$ cat config.mk
export PLATFORM = sky130hd
export DESIGN_NAME = seq_mult_unit_flat
export DESIGN_NICKNAME = d
export VERILOG_FILES = /design/src/rtl/seq_mult_unit_if.sv /design/src/rtl/seq_mult_unit.sv /design/src/flat_wrapper.sv
export SDC_FILE = /design/constraint.sdc
export NUM_CORES = 1
export LEC_CHECK = 0
export CAP_MARGIN = 30
export CORE_MARGIN = 10
export CORE_UTILIZATION = 60
export DETAILED_ROUTE_END_ITERATION = 6
export GPL_ROUTABILITY_DRIVEN = 0
export PLACE_DENSITY = 0.88
export SYNTH_ARGS = -nofsm -noshare
export SYNTH_HDL_FRONTEND = slang
export SYNTH_SLANG_ARGS = --single-unit
$ cat constraint.sdc
create_clock -name clk -period 5.7 [get_ports clk]
set_input_delay 1.14 -clock clk [delete_from_list [all_inputs] [get_ports clk]]
set_output_delay 1.14 -clock clk [all_outputs]
set_load 0.1 [all_outputs]
$ cat src/rtl/seq_mult_unit_if.sv
// Request/response bundle for seq_mult_unit: operands and start in, busy/done/product back.
// The master issues requests; the slave is the multiplier.
interface seq_mult_unit_if #(
    parameter int WIDTH = 32
);
    logic               start;
    logic               signed_op;
    logic [WIDTH-1:0]   op_a;
    logic [WIDTH-1:0]   op_b;
    logic               busy;
    logic               done;
    logic [2*WIDTH-1:0] product;

    modport master (
        output start, signed_op, op_a, op_b,
        input  busy, done, product
    );

    modport slave (
        input  start, signed_op, op_a, op_b,
        output busy, done, product
    );
endinterface

$ cat src/rtl/seq_mult_unit.sv
// Radix-2 shift-add multiplier, signed or unsigned per request; optional MULT_EARLY_TERM_EN.
// Latency: done WIDTH clocks after the capture edge (1..WIDTH with MULT_EARLY_TERM_EN).
// Backpressure: start is ignored while busy; accepted in IDLE or in the DONE cycle.
module seq_mult_unit #(
    parameter  int WIDTH = 32,
    localparam int CNT_W = $clog2(WIDTH + 1)
) (
    input  logic          clk,
    input  logic          rst,
    seq_mult_unit_if.slave bus
);
    typedef enum logic [1:0] {
        S_IDLE = 2'd0,
        S_BUSY = 2'd1,
        S_DONE = 2'd2
    } state_t;

    state_t             state;
    logic [2*WIDTH-1:0] mcand;
    logic [2*WIDTH-1:0] acc;
    logic [WIDTH-1:0]   mplier;
    logic [CNT_W-1:0]   cnt;
    logic               neg;
    logic [2*WIDTH-1:0] prod_q;
    logic               busy_q;
    logic               done_q;

    logic [WIDTH-1:0]   mag_a;
    logic [WIDTH-1:0]   mag_b;
    logic [2*WIDTH-1:0] acc_sum;
    logic               last;

    assign bus.busy    = busy_q;
    assign bus.done    = done_q;
    assign bus.product = prod_q;

    always_comb begin
        mag_a   = (bus.signed_op && bus.op_a[WIDTH-1]) ? -bus.op_a : bus.op_a;
        mag_b   = (bus.signed_op && bus.op_b[WIDTH-1]) ? -bus.op_b : bus.op_b;
        // mcand is pre-shifted each cycle, so it already carries the iteration weight
        acc_sum = mplier[0] ? (acc + mcand) : acc;
`ifdef MULT_EARLY_TERM_EN
        last    = (cnt == CNT_W'(1)) || (mplier[WIDTH-1:1] == '0);
`else
        last    = (cnt == CNT_W'(1));
`endif
    end

    always_ff @(posedge clk) begin
        if (rst) begin
            state  <= S_IDLE;
            mcand  <= '0;
            acc    <= '0;
            mplier <= '0;
            cnt    <= '0;
            neg    <= 1'b0;
            prod_q <= '0;
            busy_q <= 1'b0;
            done_q <= 1'b0;
        end else begin
            case (state)
                S_IDLE, S_DONE: begin
                    done_q <= 1'b0;
                    if (bus.start) begin
                        mcand  <= {{WIDTH{1'b0}}, mag_a};
                        mplier <= mag_b;
                        acc    <= '0;
                        cnt    <= CNT_W'(WIDTH);
                        // a zero operand never yields a negated (-0) result
                        neg    <= bus.signed_op && (bus.op_a[WIDTH-1] ^ bus.op_b[WIDTH-1])
                                  && (|bus.op_a) && (|bus.op_b);
                        busy_q <= 1'b1;
                        state  <= S_BUSY;
                    end else begin
                        state  <= S_IDLE;
                    end
                end
                S_BUSY: begin
                    acc    <= acc_sum;
                    mcand  <= mcand << 1;
                    mplier <= mplier >> 1;
                    cnt    <= cnt - CNT_W'(1);
                    if (last) begin
                        prod_q <= neg ? -acc_sum : acc_sum;
                        done_q <= 1'b1;
                        busy_q <= 1'b0;
                        state  <= S_DONE;
                    end
                end
                default: begin
                    busy_q <= 1'b0;
                    done_q <= 1'b0;
                    state  <= S_IDLE;
                end
            endcase
        end
    end
endmodule

$ cat src/flat_wrapper.sv
// flat-port wrapper written by rule: the top's interface ports become plain ports
module seq_mult_unit_flat 
#(
    parameter  int WIDTH = 32,
    localparam int CNT_W = $clog2(WIDTH + 1)
)
  (clk, rst, bus_start, bus_signed_op, bus_op_a, bus_op_b, bus_busy, bus_done, bus_product);
  seq_mult_unit_if #(.WIDTH(WIDTH)) bus_i ();
  input  logic clk;
  input  logic rst;
  input wire logic [$bits(bus_i.start)-1:0] bus_start;
  input wire logic [$bits(bus_i.signed_op)-1:0] bus_signed_op;
  input wire logic [$bits(bus_i.op_a)-1:0] bus_op_a;
  input wire logic [$bits(bus_i.op_b)-1:0] bus_op_b;
  output wire logic [$bits(bus_i.busy)-1:0] bus_busy;
  output wire logic [$bits(bus_i.done)-1:0] bus_done;
  output wire logic [$bits(bus_i.product)-1:0] bus_product;
  assign bus_i.start = bus_start;
  assign bus_i.signed_op = bus_signed_op;
  assign bus_i.op_a = bus_op_a;
  assign bus_i.op_b = bus_op_b;
  assign bus_busy = bus_i.busy;
  assign bus_done = bus_i.done;
  assign bus_product = bus_i.product;
  seq_mult_unit #(.WIDTH(WIDTH)) u_core (.clk(clk), .rst(rst), .bus(bus_i));
endmodule
After elaboration in Yosys (flattened, before gate mapping)
Index checks and enable logic that the tools add are counted.
{ "op_classes": {"addsub": 5, "n_eq_ne": 5, "muxes": 18, "bitwise": 2, "n_reduce_logical": 15} }
{ "ops": {"columns": ["cell", "count"], "rows": [
  ["$mux 64", 4],
  ["$pmux 64 s2", 2],
  ["$mux 32", 3],
  ["$add 64x64->64", 1],
  ["$neg 32->32", 2],
  ["$neg 64->64", 1],
  ["$pmux 32 s2", 1],
  ["$reduce_or 32->1", 2],
  ["$pmux 6 s2", 1],
  ["$reduce_and 2->1", 4],
  ["$eq 6x1->1 const B", 1],
  ["$mux 6", 1],
  ["$sub 6x1->6 const B", 1],
  ["$logic_and 1x1->1", 5],
  ["$pmux 2 s2", 1],
  ["$reduce_or 2->1", 2],
  ["$mux 1", 3],
  ["$eq 2x1->1 const B", 1],
  ["$eq 2x2->1 const B", 1],
  ["$logic_not 2->1", 1],
  ["$mux 2", 1],
  ["$ne 2x1->1 const B", 1],
  ["$ne 2x2->1 const B", 1],
  ["$pmux 1 s2", 1],
  ["3 further kinds", 3]
]} }
{ "totals": {"register_bits": 235, "input_bits": 68, "output_inout_bits": 66, "elab_cells": 54} }

Longest topological paths before layout
Gate-level depths: netlist of the first run.
{ "depth": {"depth_word": 4, "mapped_depth": 18, "mapped_depth_nobuf": 15} }

Least setup slack after synthesis of the first run
Ideal clock, no wire load.
{ "synth_timing": {"kind": "register -> register", "startpoint": "register u_core.acc[12]", "endpoint": "register u_core.prod_q[61] (netlist: u_core.bus.product[61])", "setup_ns": 0.075, "arrival_ns": 4.297, "required_time_ns": 5.625, "setup_slack_ns": 1.328, "stages_incl_launch_ff": 16, "n_path_buf": 2, "period_less_slack_ns": 4.372, "cell_sequence": "dfxtp_1 -> ha_1 -> buf_2 -> a21oi_1 -> o21ai_1 -> a211oi_1 -> o22ai_1 -> o41ai_1 -> mux2_2 -> a221o_1 -> nor4_1 -> nand4_2 -> or3_1 -> buf_2 -> or3_1 -> a31oi_1"} }
{ "synth_between": {"elab_chain_len": 4} }
{ "synth_lines": {"columns": ["item", "line", "source"], "rows": [
  ["start: declaration", "seq_mult_unit.sv:20", "logic [2*WIDTH-1:0] acc;"],
  ["start signal: assignment", "seq_mult_unit.sv:79", "acc <= acc_sum;"],
  ["$add 64x64->64", "seq_mult_unit.sv:41", "acc_sum = mplier[0] ? (acc + mcand) : acc;"],
  ["$mux 64 *", "seq_mult_unit.sv:41", null],
  ["$neg 64->64", "seq_mult_unit.sv:84", "prod_q <= neg ? -acc_sum : acc_sum;"],
  ["$mux 64 *", "seq_mult_unit.sv:84", null],
  ["end signal: assignment", "seq_mult_unit.sv:84", null],
  ["end: declaration", "seq_mult_unit.sv:24", "logic [2*WIDTH-1:0] prod_q;"]
]} }
Every way passes the cells marked *; elsewhere a longest branch is shown, timed or not.
A chain may end at the register's enable or synchronous reset.

Final worst setup path of the first run
Same ends and word-level chain as after synthesis.

==> out/qor.txt, run 1 <==
# resized after CTS: 0
number of enable-type register cells in the synthesized netlist: 0
Crit path largest cell delay: 0.74 ns
clock tree from TritonCTS: built
Slew headroom: 0.313
number of detailed-route iterations in the first pass: 7
Leakage: 7.06 nW
number of global-route vias before repair: 17100
number of buffers inserted to repair setup after CTS: 0
final hold slack: 0.460 ns
combinational family with the most area after synthesis: compound AO/OA/AOI/OAI gates
antenna violations before repair: 1
Detailed Route WL: 56.2 mm
Final TNS setup: 0 ns
post-synthesis async set-or-reset flop share: 0
worst clock skew: 0.0182 ns
clock-pin slew on the worst setup and hold paths: 0.06 ns
portion of netlist area occupied by mux cells: 0.0245
total inserted antenna cells: 0
ports placed on the boundary: 134
insertion delay to the later sink of the worst-skew pair: 0.55 ns
critical path endpoint category: flop
non-filler instance count after layout: 2663
Compound-Gate Fraction of Synth Area: 0.301
standard-cell rows: 60
number of buffers inserted during clock tree synthesis: 26
Unique masters post-synth: 92
grt ovf: 0
Post-layout nets: 2408
P_int: 0.00287 W
run status: finished with violations
detailed-route wire length per cell: 21.1 microns
maximum clock insertion buffer count: 3
most frequent cells after synthesis: 338 x nand2_1, 254 x a21oi_1, 235 x dfxtp_1, 181 x nor2_1, 140 x o21ai_0
overall global routing resource usage: 0.301
die area: 34800 sq um
unrepaired setup endpoints after global routing: no
share of synthesized cell area in and, or, nand and nor gates: 0.233
antenna-violating nets left: 0
TritonCTS sink count: 235
Hold-fix buffers, CTS: 0
YS warnings: 0
Detailed Route Iter0 Violations: 2395
Final Max Tran Viols: 0
final cycle utilization of the critical path: 0.924
number of nets produced by synthesis: 2368
area of combinational cells with multiple inputs: 11300 sq um
max-cap violations: 0
gate count after technology mapping: 2231
required arrival time at the worst endpoint: 6.17 ns
H-tree levels: 1
average via count per standard cell: 6.88
wire length of the first global-routing pass: 89.0 mm
die outline width: 186 microns
maximum number of pins on one net before global-route repair: 81
Die Y-Extent: 186 microns
share of total power in the clock network: 0.397
proportion of power drawn by flip-flops and latches: 0.420
area taken by flip-flops and latches: 4710 sq um
XOR/XNOR Fraction of Synth Area: 0.0632
buffers added on ports: 133
layout-stage area growth over the synthesis result: 13.6%
DRC errors left: 1
cell type with the highest aggregate area in the netlist: dfxtp_1
power density normalized to cell area: 219 nW/um^2
post-layout util: 0.697
post-layout min period: 5.27 ns
part of the total power dissipated in combinational logic: 0.183
Final setup violation count: 0
Max Fclk: 190 MHz
Peak VDD IR: 0.000244 V
adder-cell share of the synthesized area: 0.0524
cells taking the most area after synthesis: dfxtp_1 28%, a21oi_1 7.6%, nand2_1 7.6%
net switching share of the total power: 0.307
Hold Fails Final Rpt: 0
Synth Register Bits: 235
crit-path leading delay family: compound AO/OA/AOI/OAI gates
number of fill cells: 2192
CP arrival: 5.74 ns
category of the worst setup path launch point: flop
cell repeated most along the worst path: or3_1
chain of cells forming the critical path: ha_1 > a21oi_1 > o21ai_1 > a211oi_1 > o22ai_1 > o41ai_1 > mux2_2 > a221o_1 > nor4_1 > nand4_2 > or3_1 > or3_1 > a31oi_1
via count: 18300
library cell used as clock root buffer: clkbuf_16
fraction of final layout cells sized beyond drive strength 1: 0.0559
instance count after placement with tap cells included: 2615
dominant register cell in the synthesized netlist: dfxtp_1
type of the tightest min-delay check: reg -> reg
switching pwr: 0.00127 W
post-synthesis instance area: 16600 sq um
starting density of the core: 0.614
register area share after synthesis: 0.283
half-perimeter wire length after detailed placement: 41.6 mm
Worst Path Max Fanout: 9
buffers plus inverters on the worst setup path: 0
floorplan core area: 27100 sq um
transition time at the pin with the least slew margin: 1.03 ns
proportion of netlist area held by the largest area contributor: 0.283
violated checks: DRC
most repeated cell in the gate-level netlist after synthesis: nand2_1
critical path's slowest cell: o41ai_1
critical path class: reg -> reg
power consumption: 0.00415 W
flop-to-flop setup slack: 0.43 ns
post-synthesis area per instance: 7.45 sq um
[flip-flops by register name (all words and copies together), names as in the netlist]
| signal | flops |
|---|---|
| u_core.acc | 64 |
| u_core.bus.product | 64 |
| u_core.mcand | 64 |
| u_core.mplier | 32 |
| u_core.cnt | 6 |
| u_core.state | 2 |
| u_core.bus.busy | 1 |
| u_core.bus.done | 1 |
| u_core.neg | 1 |
[worst paths after layout]
check / to / cells past startpoint / start
setup / recovery: u_core.bus.product[61] / 13 / u_core.acc[12]
hold reg to reg: u_core.bus.product[9] / 2 / u_core.bus.product[9]
setup reg to reg: u_core.bus.product[61] / 13 / u_core.acc[12]
hold / removal: u_core.bus.product[9] / 2 / u_core.bus.product[9]
[worst reg2reg max path, cell delays in order, from the launching register on]
cell and delay (ns):
dfxtp_1 0.33, ha_1 0.41, a21oi_1 0.27, o21ai_1 0.22, a211oi_1 0.35, o22ai_1 0.26, o41ai_1 0.75, mux2_2 0.42
a221o_1 0.32, nor4_1 0.55, nand4_2 0.28, or3_1 0.52, or3_1 0.39, a31oi_1 0.12
[power groups by stage]
stage | clock network (W) | registers [W] | logic [W]
final | 0.00165 | 0.00174 | 0.000760
after global routing | 0.00172 | 0.00174 | 0.000813
after CTS | 0.00165 | 0.00174 | 0.000737
after detailed placement | 0 | 0.00177 | 0.000733
after global placement | 0 | 0.00177 | 0.000711
after floorplan | 0 | 0.00178 | 0.000511
[cells in the final DEF, fill, tap and decap left out, drive strengths merged, types with 29 or more instances in the layout]
cell / synthesis / final
a211oi: 29 / 29
a21oi: 256 / 256
a22o: 61 / 61
a22oi: 67 / 67
clkbuf: 106 / 36
clkdlybuf4s50: 0 / 132
dfxtp: 235 / 235
ha: 68 / 68
inv: 32 / 33
nand2: 338 / 338
nand3: 45 / 45
nand4: 45 / 45
nor2: 181 / 181
nor3: 52 / 52
o21ai: 146 / 146
xnor2: 59 / 59
xor2: 61 / 61
[layer usage]
| layer | part of all wire | vias up | GRT usage |
|---|---|---|---|
| met2 | 0.44 | 1323 | 0.484 |
| met3 | 0.12 | 290 | 0.0683 |
| met4 | 0.064 | 0 | 0.176 |
| li1 | - | 8317 | - |
| met5 | 0 | - | 0 |
| met1 | 0.37 | 8396 | 0.363 |
[layout make-up]
class / instances / area share
Timing Repair Buffer: 155 / 0.0791
Clock buffer: 36 / 0.0397
Clock inverter: 12 / 0.00417
Sequential cell: 235 / 0.249
Inverter: 33 / 0.00656
Tap cell: 372 / 0.0246
Multi-Input combinational cell: 1820 / 0.597
[cell families (layout without fill, tap and decap cells)]
family          Yosys count  count (layout)
simple gates            826             826
mux                      39              39
buf+inv                 176             236
fa+ha+maj                69              69
compound gates          766             766
xor+xnor                120             120
flops                   235             235
[stage by stage]
step / instance area (sq um) / worst slack, ns
global placement: 18100 / 0.776
finish: 18900 / 0.431
CTS: 18900 / 0.528
global route: 18900 / 0.123
floorplan: 16600 / 1.33
detailed placement: 18100 / 0.557
Note: power is estimated with default switching activity, not from simulation.
==> inputs of run 2 (changes only) <==
--- a/config.mk
+++ b/config.mk
@@ -5,12 +5,13 @@
 export SDC_FILE = /design/constraint.sdc
 export NUM_CORES = 1
 export LEC_CHECK = 0
-export CAP_MARGIN = 30
+export CAP_MARGIN = 10
 export CORE_MARGIN = 10
-export CORE_UTILIZATION = 60
+export CORE_UTILIZATION = 54
 export DETAILED_ROUTE_END_ITERATION = 6
 export GPL_ROUTABILITY_DRIVEN = 0
-export PLACE_DENSITY = 0.88
+export GPL_TIMING_DRIVEN = 0
+export PLACE_DENSITY = 0.84
 export SYNTH_ARGS = -nofsm -noshare
 export SYNTH_HDL_FRONTEND = slang
 export SYNTH_SLANG_ARGS = --single-unit
==> constraint.sdc (replaced) <==
create_clock -name clk -period 4.35 [get_ports clk]
set_input_delay 0.87 -clock clk [delete_from_list [all_inputs] [get_ports clk]]
set_output_delay 0.87 -clock clk [all_outputs]
set_load 0.1 [all_outputs]
==> run 2 against run 1 <==
The run ends with DRC, setup timing left. Register-to-register slack worse by 0.64 ns. Critical path depth increased by 2. First-iteration DRC count rose by 20%. Clock-buffer cell count unchanged. Die area grew 9.9%. Fmax rose by 16%. Final area grew 9.0%.
==> out/qor.txt, run 2 (synthesized netlist as in run 1, its figures left out) <==
overall global routing resource usage: 0.310 (+0.00890)
die area: 38200 sq um (+9.9%)
Peak VDD IR: 0.000261 V (+7.0%)
Detailed Route WL: 65.8 mm (+17%)
fraction of final layout cells sized beyond drive strength 1: 0.131 (+0.0753)
Hold Fails Final Rpt: 0 (unchanged)
critical path endpoint category: flop
run status: finished with violations
via count: 19700 (+7.4%)
type of the tightest min-delay check: reg -> reg
cell repeated most along the worst path: buf_4
layout-stage area growth over the synthesis result: 23.9%
insertion delay to the later sink of the worst-skew pair: 0.56 ns (about the same)
total inserted antenna cells: 0 (unchanged)
die outline width: 195 microns (+4.8%)
unrepaired setup endpoints after global routing: yes
worst clock skew: 0.0289 ns (+0.0107 ns)
launch point of the worst path: u_core.acc[6]
post-layout min period: 4.56 ns (-0.707 ns)
post-layout util: 0.675 (-0.0219)
Leakage: 7.62 nW (+8.0%)
buffers added on ports: 132 (-0.75%)
max-cap violations: 0 (unchanged)
transition time at the pin with the least slew margin: 1.20 ns (+0.169 ns)
critical path's slowest cell: nor4_4
Detailed Route Iter0 Violations: 2864 (+20%)
number of buffers inserted during clock tree synthesis: 27 (+3.8%)
Setup crit end: u_core.bus.product[40]
Final Max Tran Viols: 0 (unchanged)
grt ovf: 0 (unchanged)
required arrival time at the worst endpoint: 4.81 ns (-1.36 ns)
Slew headroom: 0.196 (-0.117)
antenna violations before repair: 0 (-1)
commonest cells after routing, fill and taps aside: 336 x nand2_1, 230 x a21oi_1, 217 x dfxtp_1
DRC errors left: 1 (unchanged)
Post-layout nets: 2567 (+6.6%)
Worst Path Max Fanout: 6 (-3)
flop-to-flop setup slack: -0.21 ns (-0.64 ns)
Crit path largest cell delay: 0.43 ns (-0.31 ns)
clock tree from TritonCTS: built
H-tree levels: 1 (unchanged)
number of global-route vias before repair: 18500 (+8.4%)
power density normalized to cell area: 282 nW/um^2 (+29%)
worst reg2reg startpoint: u_core.acc[6]
wire length of the first global-routing pass: 97.7 mm (+9.8%)
Critical R2R Capture: u_core.bus.product[40]
Die Y-Extent: 195 microns (+4.8%)
CP arrival: 5.03 ns (-0.71 ns)
maximum number of pins on one net before global-route repair: 14 (-83%)
antenna-violating nets left: 0 (unchanged)
clock-pin slew on the worst setup and hold paths: 0.06 ns (about the same)
number of detailed-route iterations in the first pass: 7 (unchanged)
average via count per standard cell: 6.92 (+0.55%)
standard-cell rows: 64 (+6.7%)
chain of cells forming the critical path: ha_2 > a21oi_4 > o211ai_1 > buf_4 > a21o_1 > and4_2 > o21ai_1 > mux2_2 > nor4_4 > nand4_1 > buf_4 > or3_4 > o31a_1 > or3_1 > a31oi_1
worst slack at placement: -1.08 ns (-1.63 ns)
starting density of the core: 0.545 (-0.0685)
ports placed on the boundary: 134 (unchanged)
most common cell after layout, fill and taps aside: nand2_1
TritonCTS sink count: 235 (unchanged)
maximum clock insertion buffer count: 3 (unchanged)
violated checks: DRC, setup timing
half-perimeter wire length after detailed placement: 47.7 mm (+15%)
critical path class: reg -> reg
floorplan core area: 30500 sq um (+13%)
power consumption: 0.00582 W (+40%)
library cell used as clock root buffer: clkbuf_16
Final setup violation count: 13 (+13)
logic depth of the worst register-to-register path: 15 (+2)
final hold slack: 0.452 ns (-0.00806 ns)
category of the worst setup path launch point: flop
detailed-route wire length per cell: 23.1 microns (+9.6%)
Max Fclk: 219 MHz (+16%)
worst path setup slack after routing: -0.212 ns (-0.643 ns)
final cycle utilization of the critical path: 1.05 (+0.124)
==> run 2: worst min-delay path by stage <==
stage	start	to	cells past startpoint
finish	u_core.bus.product[3]	u_core.bus.product[3]	2
global route	u_core.bus.product[37]	u_core.bus.product[37]	2
CTS	u_core.bus.product[3]	u_core.bus.product[3]	2
detailed placement	u_core.bus.product[3]	u_core.bus.product[3]	2
global placement	u_core.bus.product[51]	u_core.bus.product[51]	2
floorplan	u_core.mplier[31]	u_core.mplier[31]	2
==> run 2: layout make-up <==
type | instances | area, sq um
Tap cell | 396 | 495
Clock buffer | 36 | 719
Clock inverter | 11 | 119
Timing Repair Buffer | 192 | 1790
Multi-Input combinational cell | 1820 | 12100
Fill cell | 2392 | 9910
Inverter | 33 | 124
Sequential cell | 235 | 4730
Buffer | 121 | 526
==> run 2: through the flow <==
stage,instances,instance area (sq um),TNS [ns]
floorplan,2231,16600,0
global placement,2759,18500,-21.54
detailed placement,2760,18500,-24.23
CTS,2820,19900,-0.198
global route,2844,20600,-1.84
finish,2844,20600,-1.08
==> run 2: report_power, final <==
| group | internal [W] | total (W) | switching (W) |
|---|---|---|---|
| Sequential | 0.00222 | 0.00229 | 0.0000661 |
| Clock | 0.00128 | 0.00223 | 0.000954 |
| Combinational | 0.000492 | 0.00130 | 0.000804 |
==> run 2: per-layer routing <==
| layer | global-route usage | vias up | wire length [microns] |
|---|---|---|---|
| li1 | - | 8665 | - |
| met1 | 0.360 | 8978 | 23200 |
| met2 | 0.506 | 1572 | 28900 |
| met3 | 0.0641 | 465 | 8080 |
| met4 | 0.212 | 0 | 5660 |
| met5 | 0 | - | 0 |
==> run 2: critical path: cells and delay by family (launching register included) <==
family | cells | cell delay (ns)
DFF | 1 | 0.39
adders and majority gates | 1 | 0.35
AOI/OAI and AO/OA | 6 | 1.22
buffers and inverters | 2 | 0.42
and+or+nand+nor | 5 | 1.69
muxes | 1 | 0.39
==> run 2: repair_timing <==
| item | CTS | global route |
|---|---|---|
| pin swaps | 33 | 48 |
| resized for setup | 109 | 127 |
| buffers inserted | 24 | 34 |
| setup endpoints to repair | 55 | 44 |
| hold endpoints to repair | 0 | 0 |
| hold buffers | 0 | 0 |
